[config.mk]
export PLATFORM = sky130hd
export DESIGN_NAME = if_id_buf_flat
export DESIGN_NICKNAME = d
export VERILOG_FILES = /design/src/rtl/if_id_buf_pkg.sv /design/src/rtl/if_id_buf_if.sv /design/src/rtl/if_id_buf_pipe_fifo_mem.sv /design/src/rtl/if_id_buf.sv /design/src/flat_wrapper.sv
export SDC_FILE = /design/constraint.sdc
export NUM_CORES = 1
export LEC_CHECK = 0
export BUFFER_PORTS_ARGS = -buffer_cell sky130_fd_sc_hd__buf_2
export CORE_UTILIZATION = 30
export DETAILED_ROUTE_END_ITERATION = 6
export HOLD_SLACK_MARGIN = 0.06
export PLACE_DENSITY = 0.5
export SLEW_MARGIN = 20
export SYNTH_ARGS = -nofsm -noshare
export SYNTH_HDL_FRONTEND = slang
export SYNTH_SLANG_ARGS = --single-unit
[constraint.sdc]
create_clock -name clk -period 10.3 [get_ports clk]
set_clock_uncertainty 0.2 [all_clocks]
set_input_delay 1.03 -clock clk [delete_from_list [all_inputs] [get_ports clk]]
set_output_delay 1.03 -clock clk [all_outputs]
set_load 0.01 [all_outputs]
[src/rtl/if_id_buf_pkg.sv]
// Shared types and defaults for the IF/ID fetch buffer: NOP encoding, default widths
// and the fetch packet carried from fetch to decode.
package if_id_buf_pkg;

    localparam int unsigned Addrlen = 32;
    localparam int unsigned Instlen = 32;

    localparam logic [Instlen-1:0] ZeroWord = '0;

    typedef struct packed {
        logic [Addrlen-1:0] pc;
        logic [Instlen-1:0] inst;
        logic               pred;
    } fetch_pkt_t;

    function automatic int unsigned pkt_width(input int unsigned addr_w, input int unsigned inst_w);
        return addr_w + inst_w + 1;
    endfunction

endpackage

[src/rtl/if_id_buf_if.sv]
// Fetch/decode handshake bundle for if_id_buf. The master drives fetch inputs, flush and
// decode ready; the slave (the buffer) drives in_ready, the head entry and occupancy.
interface if_id_buf_if
    import if_id_buf_pkg::*;
#(
    parameter int unsigned ADDR_W = Addrlen,
    parameter int unsigned INST_W = Instlen,
    parameter int unsigned DEPTH  = 2
) ();
    localparam int unsigned PTR_W = $clog2(DEPTH);

    logic              flush;
    logic              in_valid;
    logic              in_ready;
    logic [ADDR_W-1:0] in_pc;
    logic [INST_W-1:0] in_inst;
    logic              in_pred;
    logic              out_valid;
    logic              out_ready;
    logic [ADDR_W-1:0] out_pc;
    logic [INST_W-1:0] out_inst;
    logic              out_pred;
    logic [PTR_W:0]    count;

    modport master (
        output flush, in_valid, in_pc, in_inst, in_pred, out_ready,
        input  in_ready, out_valid, out_pc, out_inst, out_pred, count
    );

    modport slave (
        input  flush, in_valid, in_pc, in_inst, in_pred, out_ready,
        output in_ready, out_valid, out_pc, out_inst, out_pred, count
    );

endinterface

[src/rtl/if_id_buf_pipe_fifo_mem.sv]
// Depth x Width register array: one synchronous write port and one asynchronous read port.
module if_id_buf_pipe_fifo_mem #(
    parameter int unsigned Width = 65,
    parameter int unsigned Depth = 2
) (
    input  logic                     clk_i,
    input  logic                     we_i,
    input  logic [$clog2(Depth)-1:0] waddr_i,
    input  logic [Width-1:0]         wdata_i,
    input  logic [$clog2(Depth)-1:0] raddr_i,
    output logic [Width-1:0]         rdata_o
);
    // Storage is never cleared; validity is tracked by the owner's pointers and count.
    logic [Width-1:0] mem_q [Depth];

    always_ff @(posedge clk_i) begin
        if (we_i) begin
            mem_q[waddr_i] <= wdata_i;
        end
    end

    assign rdata_o = mem_q[raddr_i];

endmodule

[src/rtl/if_id_buf.sv]
// IF/ID fetch buffer: DEPTH-entry in-order queue between fetch and decode with redirect flush.
// Defining IF_ID_BUF_STAT_EN adds the saturating stall_cycles counter output.
module if_id_buf
    import if_id_buf_pkg::*;
#(
    parameter int unsigned ADDR_W = Addrlen,
    parameter int unsigned INST_W = Instlen,
    parameter int unsigned DEPTH  = 2
) (
    input  logic        clk,
    input  logic        rst,
    if_id_buf_if.slave  bus
`ifdef IF_ID_BUF_STAT_EN
    ,
    output logic [31:0] stall_cycles
`endif
);
    localparam int unsigned PTR_W = $clog2(DEPTH);
    localparam int unsigned PktW  = pkt_width(ADDR_W, INST_W);
    localparam logic [PTR_W:0] Full = (PTR_W + 1)'(DEPTH);

    logic [PTR_W-1:0]  wr_ptr_q, rd_ptr_q;
    logic [PTR_W:0]    count_q, count_d;
    logic [ADDR_W-1:0] hold_pc_q;
    logic              hold_pred_q;

    logic              in_ready, out_valid, push, pop;
    logic [PktW-1:0]   wr_data, rd_data;
    logic [ADDR_W-1:0] head_pc, out_pc;
    logic [INST_W-1:0] head_inst;
    logic              head_pred, out_pred;

    // in_ready looks only at registered occupancy, so a full buffer never passes through.
    assign in_ready  = (count_q != Full) & rst;
    assign out_valid = (count_q != '0);
    assign push      = bus.in_valid & in_ready & ~bus.flush;
    assign pop       = out_valid & bus.out_ready & ~bus.flush;

    assign wr_data = {bus.in_pc, bus.in_inst, bus.in_pred};
    assign {head_pc, head_inst, head_pred} = rd_data;

    if_id_buf_pipe_fifo_mem #(
        .Width (PktW),
        .Depth (DEPTH)
    ) u_mem (
        .clk_i   (clk),
        .we_i    (push),
        .waddr_i (wr_ptr_q),
        .wdata_i (wr_data),
        .raddr_i (rd_ptr_q),
        .rdata_o (rd_data)
    );

    always_comb begin
        count_d = count_q;
        if (bus.flush) begin
            count_d = '0;
        end else if (push && !pop) begin
            count_d = count_q + 1'b1;
        end else if (pop && !push) begin
            count_d = count_q - 1'b1;
        end
    end

    always_ff @(posedge clk or negedge rst) begin
        if (!rst) begin
            wr_ptr_q    <= '0;
            rd_ptr_q    <= '0;
            count_q     <= '0;
            hold_pc_q   <= '0;
            hold_pred_q <= 1'b0;
        end else begin
            count_q     <= count_d;
            hold_pc_q   <= out_pc;
            hold_pred_q <= out_pred;
            if (bus.flush) begin
                rd_ptr_q <= wr_ptr_q;
            end else begin
                if (push) wr_ptr_q <= wr_ptr_q + 1'b1;
                if (pop)  rd_ptr_q <= rd_ptr_q + 1'b1;
            end
        end
    end

    // Empty buffer: decode gets a NOP bubble while pc/pred keep their last shown value.
    assign out_pc   = out_valid ? head_pc : hold_pc_q;
    assign out_pred = out_valid ? head_pred : hold_pred_q;

    assign bus.in_ready  = in_ready;
    assign bus.out_valid = out_valid;
    assign bus.out_pc    = out_pc;
    assign bus.out_inst  = out_valid ? head_inst : INST_W'(ZeroWord);
    assign bus.out_pred  = out_pred;
    assign bus.count     = count_q;

`ifdef IF_ID_BUF_STAT_EN
    logic [31:0] stall_q;

    always_ff @(posedge clk or negedge rst) begin
        if (!rst) begin
            stall_q <= '0;
        end else if (bus.in_valid && !in_ready && !bus.flush && (stall_q != '1)) begin
            stall_q <= stall_q + 32'd1;
        end
    end

    assign stall_cycles = stall_q;
`endif

endmodule

[src/flat_wrapper.sv]
// flat-port wrapper written by rule: the top's interface ports become plain ports
module if_id_buf_flat import if_id_buf_pkg::*;
#(
    parameter int unsigned ADDR_W = Addrlen,
    parameter int unsigned INST_W = Instlen,
    parameter int unsigned DEPTH  = 2
)
  (clk, rst, bus_flush, bus_in_valid, bus_in_pc, bus_in_inst, bus_in_pred, bus_out_ready, bus_in_ready, bus_out_valid, bus_out_pc, bus_out_inst, bus_out_pred, bus_count);
  if_id_buf_if #(.ADDR_W(ADDR_W), .INST_W(INST_W), .DEPTH(DEPTH)) bus_i ();
  input  logic clk;
  input  logic rst;
  input wire logic [$bits(bus_i.flush)-1:0] bus_flush;
  input wire logic [$bits(bus_i.in_valid)-1:0] bus_in_valid;
  input wire logic [$bits(bus_i.in_pc)-1:0] bus_in_pc;
  input wire logic [$bits(bus_i.in_inst)-1:0] bus_in_inst;
  input wire logic [$bits(bus_i.in_pred)-1:0] bus_in_pred;
  input wire logic [$bits(bus_i.out_ready)-1:0] bus_out_ready;
  output wire logic [$bits(bus_i.in_ready)-1:0] bus_in_ready;
  output wire logic [$bits(bus_i.out_valid)-1:0] bus_out_valid;
  output wire logic [$bits(bus_i.out_pc)-1:0] bus_out_pc;
  output wire logic [$bits(bus_i.out_inst)-1:0] bus_out_inst;
  output wire logic [$bits(bus_i.out_pred)-1:0] bus_out_pred;
  output wire logic [$bits(bus_i.count)-1:0] bus_count;
  assign bus_i.flush = bus_flush;
  assign bus_i.in_valid = bus_in_valid;
  assign bus_i.in_pc = bus_in_pc;
  assign bus_i.in_inst = bus_in_inst;
  assign bus_i.in_pred = bus_in_pred;
  assign bus_i.out_ready = bus_out_ready;
  assign bus_in_ready = bus_i.in_ready;
  assign bus_out_valid = bus_i.out_valid;
  assign bus_out_pc = bus_i.out_pc;
  assign bus_out_inst = bus_i.out_inst;
  assign bus_out_pred = bus_i.out_pred;
  assign bus_count = bus_i.count;
  if_id_buf #(.ADDR_W(ADDR_W), .INST_W(INST_W), .DEPTH(DEPTH)) u_core (.clk(clk), .rst(rst), .bus(bus_i));
endmodule
* After elaboration in Yosys (flattened, before gate mapping)
Memories as Yosys holds them, arrays and structs flattened. Index checks and enable logic that the tools add are counted. Widths: inputs -> output; s select.
Storage, ports and cells: register bits after elaboration 37, RAM bits 130, input port bits 70, output and inout bits 69, logic and storage cells 35, memories kept 1
Cells by class: add/subtract/negate cells 4, equality and inequality tests 1, muxes and demuxes 10, bitwise logic cells 6, reduce and logical (&&, ||, !) cells 8
Memories:
- u_core.u_mem.mem_q | words 2, bits a word 65, rd ports 1, clocked after memory_dff 0, write ports 1, RTL line if_id_buf_pipe_fifo_mem.sv:14 | logic [Width-1:0] mem_q [Depth];
Operators by type and width (count):
- $mux 32 | 2
- $mux 2 | 3
- $and 1x1->1 | 5
- $mux 1 | 5
- $reduce_bool 2->1 | 2
- $reduce_bool 3->1 | 1
- $add 1x1->1 const B | 2
- $add 2x1->2 const B | 1
- $logic_and 1x1->1 | 2
- $logic_not 1->1 | 2
- $ne 2x2->1 const B | 1
- $reduce_and 2->1 | 1
- $sub 2x1->2 const B | 1
- $not 1->1 | 1

* Logic depth before layout (Yosys ltp)
word-level depth 9, mapped depth 5, depth with buffers taken out 3

* By module
Synthesis repeated with hierarchy kept, for this count alone.
Unflattened totals: cell total of the unflattened synthesis 332, area, all modules 6711.4 um2
By module, submodules not included:
- if_id_buf_pipe_fifo_mem | times used 1, cells an instance 204, area an instance 4908.5 um2, seq. area each 3903.7 um2
- if_id_buf | times used 1, cells an instance 128, area an instance 1803.0 um2, seq. area each 925.9 um2

* Least setup slack after synthesis
Ideal clock, no wire load.
path type in2reg, start input bus_flush, end memory u_core.u_mem.mem_q[0][0] (enable), data arrival time 7.405 ns, path slack 2.040 ns, cell stages on the path 1, path buffers 0, cells stage by stage nor4_1
On the way: longest elaborated chain between the ends 4
RTL lines:
- start: declaration | RTL line flat_wrapper.sv:12 | input wire logic [$bits(bus_i.flush)-1:0] bus_flush;
- $not 1->1 (no source line)
- $and 1x1->1 | RTL line if_id_buf.sv:36 | assign push = bus.in_valid & in_ready & ~bus.flush;
- $mux 1 | RTL line if_id_buf_pipe_fifo_mem.sv:17 | if (we_i) begin
- $mux 1 (not written as such) | RTL line if_id_buf_pipe_fifo_mem.sv:18 | mem_q[waddr_i] <= wdata_i;
- end: declaration | RTL line if_id_buf_pipe_fifo_mem.sv:14
Every way passes these cells.

* Worst setup path in the final report
start register u_core.count_q[0] (netlist: u_core.bus.count[0]), end output bus_out_pc[23]
On the way: longest elaborated chain between the ends 2
RTL lines:
- start: declaration | RTL line if_id_buf.sv:23 | logic [PTR_W:0] count_q, count_d;
- start signal: assignment | RTL line if_id_buf.sv:73 | count_q <= count_d;
- $reduce_bool 2->1 | RTL line if_id_buf.sv:35 | assign out_valid = (count_q != '0);
- $mux 32 | RTL line if_id_buf.sv:86 | assign out_pc = out_valid ? head_pc : hold_pc_q;
- end: declaration | RTL line flat_wrapper.sv:20 | output wire logic [$bits(bus_i.out_pc)-1:0] bus_out_pc;
Every way passes these cells.

==> results.yml <==
logic_synthesis:
  synth.distinct_cells: 24
  ys_seq_area_share_pct: 78.7
  synth_edf_count: 130
  synth_mux_area_share_pct: 10.8
  synth_flop_cell: "edfxtp_1"
  synth-adder-area-share_pct: 0
  synth_compound_area_share_pct: 3.28
  synth_top_family_by_area: "multiplexers"
  synth_top_area_cell: "edfxtp_1"
  synth_nets: 440
  yosysWarnings: 0
  syn_area_um2: 6130
  synthCells: 370
  synth_area_leaders: "edfxtp_1 (64%), dfrtp_1 (15%), mux2i_1 (11%), o21ai_0 (2.9%), nand2_1 (2.1%)"
  ys_ff_latch: 167
  avgSynthCellArea_um2: 16.6
  yosysTopAreaCellShare_pct: 63.6
  synthXorXnorAreaFrac_pct: 0.286
  synthSimpleGateAreaFrac_pct: 5.24
  ys_async_sr_fraction_pct: 22.2
finish:
  syn2layout_area_growth_pct: 25.1
  fin_area_um2: 7680
  n_antenna_cell: 0
  num-fill-cells: 1918
  ff_latch_area_um2: 4830
  drive_gt1_share_pct: 33.5
  fin_cells: 790
  multi_input_area_um2: 1210
  nets: 582
worst_hold_path:
  hold_path_startpoint: "u_core.hold_pc_q[20]"
  min_path_type: "reg2reg"
  hold_end: "u_core.hold_pc_q[20]"
  hold-path-cell-count: 2
run:
  max-cap-violations: 0
critical_path:
  slowest_stage: "buf_4"
  start_kind: "flip-flop"
  crit_chain: "nor2_4, buf_4, o21ai_0, buf_2"
  arrival_ns: 2.66
  r2r_setup_slack_ns: 7.82
  timing.rr.start: "u_core.bus.count[1]"
  crit_fanout: 66
  endpoint_kind: "output port"
  worst_r2r_path_depth: 3
  criticalPathCategory: "reg2out"
  timing.rr.end: "u_core.u_mem.mem_q[1][27]"
  max_stage_delay_ns: 0.66
  cp.required_ns: 9.07
floorplan:
  io_pins: 139
  dieArea_um2: 21000
  start_util_pct: 31.0
  core_area_um2: 19800
  die_y_um: 145
  die_x_um: 145
  rows: 51
sta:
  rsz0062_at_grt: "no"
  finalCritPeriodShare_pct: 37.8
  tightest_slew_ns: 0.973
  setup_tns_ns: 0
  fmax_mhz: 257
  min_period_ns: 3.89
  timing.hold.ws_ns: 0.286
  hold_viol: 0
  setup_viol: 0
  slew_headroom_pct: 35.1
  drv_slew: 0
run_status:
  outcome: "complete, no violations"
global_route:
  grt_pass1_wl_um: 18800
  antenna_found_initial: 2
  grt_max_degree: 67
  overflow: 0
  grt_pass1_vias: 3672
  grtUsageTotal_pct: 11.7
power:
  ir_worst_vdd_uv: 103
  p_leak_uw: 0.00313
  powerDensity_nw_per_um2: 231
clock_tree:
  cts_root_buf: "clkbuf_16"
  cts_hold_buf: 0
  htreeDepth: 4
  cts_resized: 0
  clk_pin_slew_ns: 0.07
  clock_latency_ns: 0.42
  cts_setup_buffers: 0
  clockBufferDepth: 2
  cts_tree: "yes"
  numCtsBuffers: 17
  cts_sinks: 167
placement:
  dpl-instance-area_um2: 7090
  routabilityCongestion: 0.738
  port_buffers: 138
  dp_hpwl_um: 7090
  place_inst: 758
drt:
  drc: 0
  detail-route-antenna-nets: 0
  drt_pass1_iterations: 4
  num_vias: 3394
  totalWireLength_um: 11600
  first_iter_violations: 121
  viasPerCell: 4.30
  detail_route.wl_per_cell_um: 14.7
Yosys cell counts, types with 2 or more instances:
| library cell | count |
|---|---|
| buf_2 | 5 |
| buf_4 | 3 |
| buf_6 | 2 |
| clkbuf_1 | 8 |
| dfrtp_1 | 37 |
| edfxtp_1 | 130 |
| mux2i_1 | 66 |
| nand2_1 | 35 |
| nor2_1 | 32 |
| nor2b_1 | 3 |
| o21ai_0 | 35 |
| xor2_1 | 2 |
how the worst max path moves through the flow:
stage	startpoint	end	depth (start not counted)
after floorplan	bus_flush	u_core.u_mem.mem_q[0][0]	1
after detailed placement	rst	u_core.u_mem.mem_q[1][3]	4
final	u_core.bus.count[0]	bus_out_pc[23]	4
after CTS	u_core.bus.count[0]	bus_out_pc[23]	4
after global placement	rst	u_core.u_mem.mem_q[1][28]	4
after global routing	u_core.bus.count[0]	bus_out_pc[23]	4
cell families after synthesis:
group           count (synthesis)
xor+xnor                        2
mux                            66
simple gates                   77
buf+inv                        19
compound gates                 39
flops                         167
report_power, final:
group	total (uW)	internal (uW)	switching, uW
combinational	300	129	171
clock	621	344	277
sequential	852	809	43.1
total	1770	1280	491
cell usage in the layout (no fill, tap or decap), drive strengths merged, types with 2 or more instances in the layout:
| cell type | n |
|---|---|
| buf | 141 |
| edfxtp | 130 |
| mux2i | 66 |
| dfrtp | 37 |
| nand2 | 35 |
| o21ai | 35 |
| nor2 | 33 |
| clkbuf | 17 |
| inv | 10 |
| clkinv | 4 |
| nor2b | 3 |
| xor2 | 2 |
state kept, by name (all words and copies together) (netlist names):
register            cells
u_core.bus.count        2
u_core.hold_pc_q       32
u_core.hold_pred_q      1
u_core.rd_ptr_q         1
u_core.u_mem.mem_q    130
u_core.wr_ptr_q         1
metal layers:
layer  part of all wire, %  global-route usage (%)  vias up
li1                      -                       -     1649
met1                    43                    13.6     1638
met2                    48                    18.7       98
met3                   7.5                    5.66        9
met4                  0.98                    3.83        0
met5                     0                       0        -
worst max-delay path: cells and delay by family, from the launching register on:
family,cells,cell delay [ns]
buffers and inverters,2,0.86
and+or+nand+nor,1,0.60
DFF,1,0.47
AOI/OAI and AO/OA,1,0.28
per-stage QoR:
step	util, %	power, uW	setup slack [ns]
after floorplan	-	1070	2.04
after global placement	35.9	1170	6.45
after detailed placement	35.9	1180	6.32
after CTS	38.8	1810	6.29
after global routing	38.8	1860	6.06
final	38.8	1770	6.41
cell type report:
| cell class | instances | share of cell area (%) |
|---|---|---|
| clock buffers | 17 | 5.54 |
| clock inverters | 15 | 2.07 |
| inverters | 1 | 0.0489 |
| multi-input cells | 184 | 15.8 |
| flip-flops and latches | 167 | 63.0 |
| well taps | 265 | 4.32 |
| repair buffers | 141 | 9.29 |
Note: power is estimated with default switching activity, not from simulation.
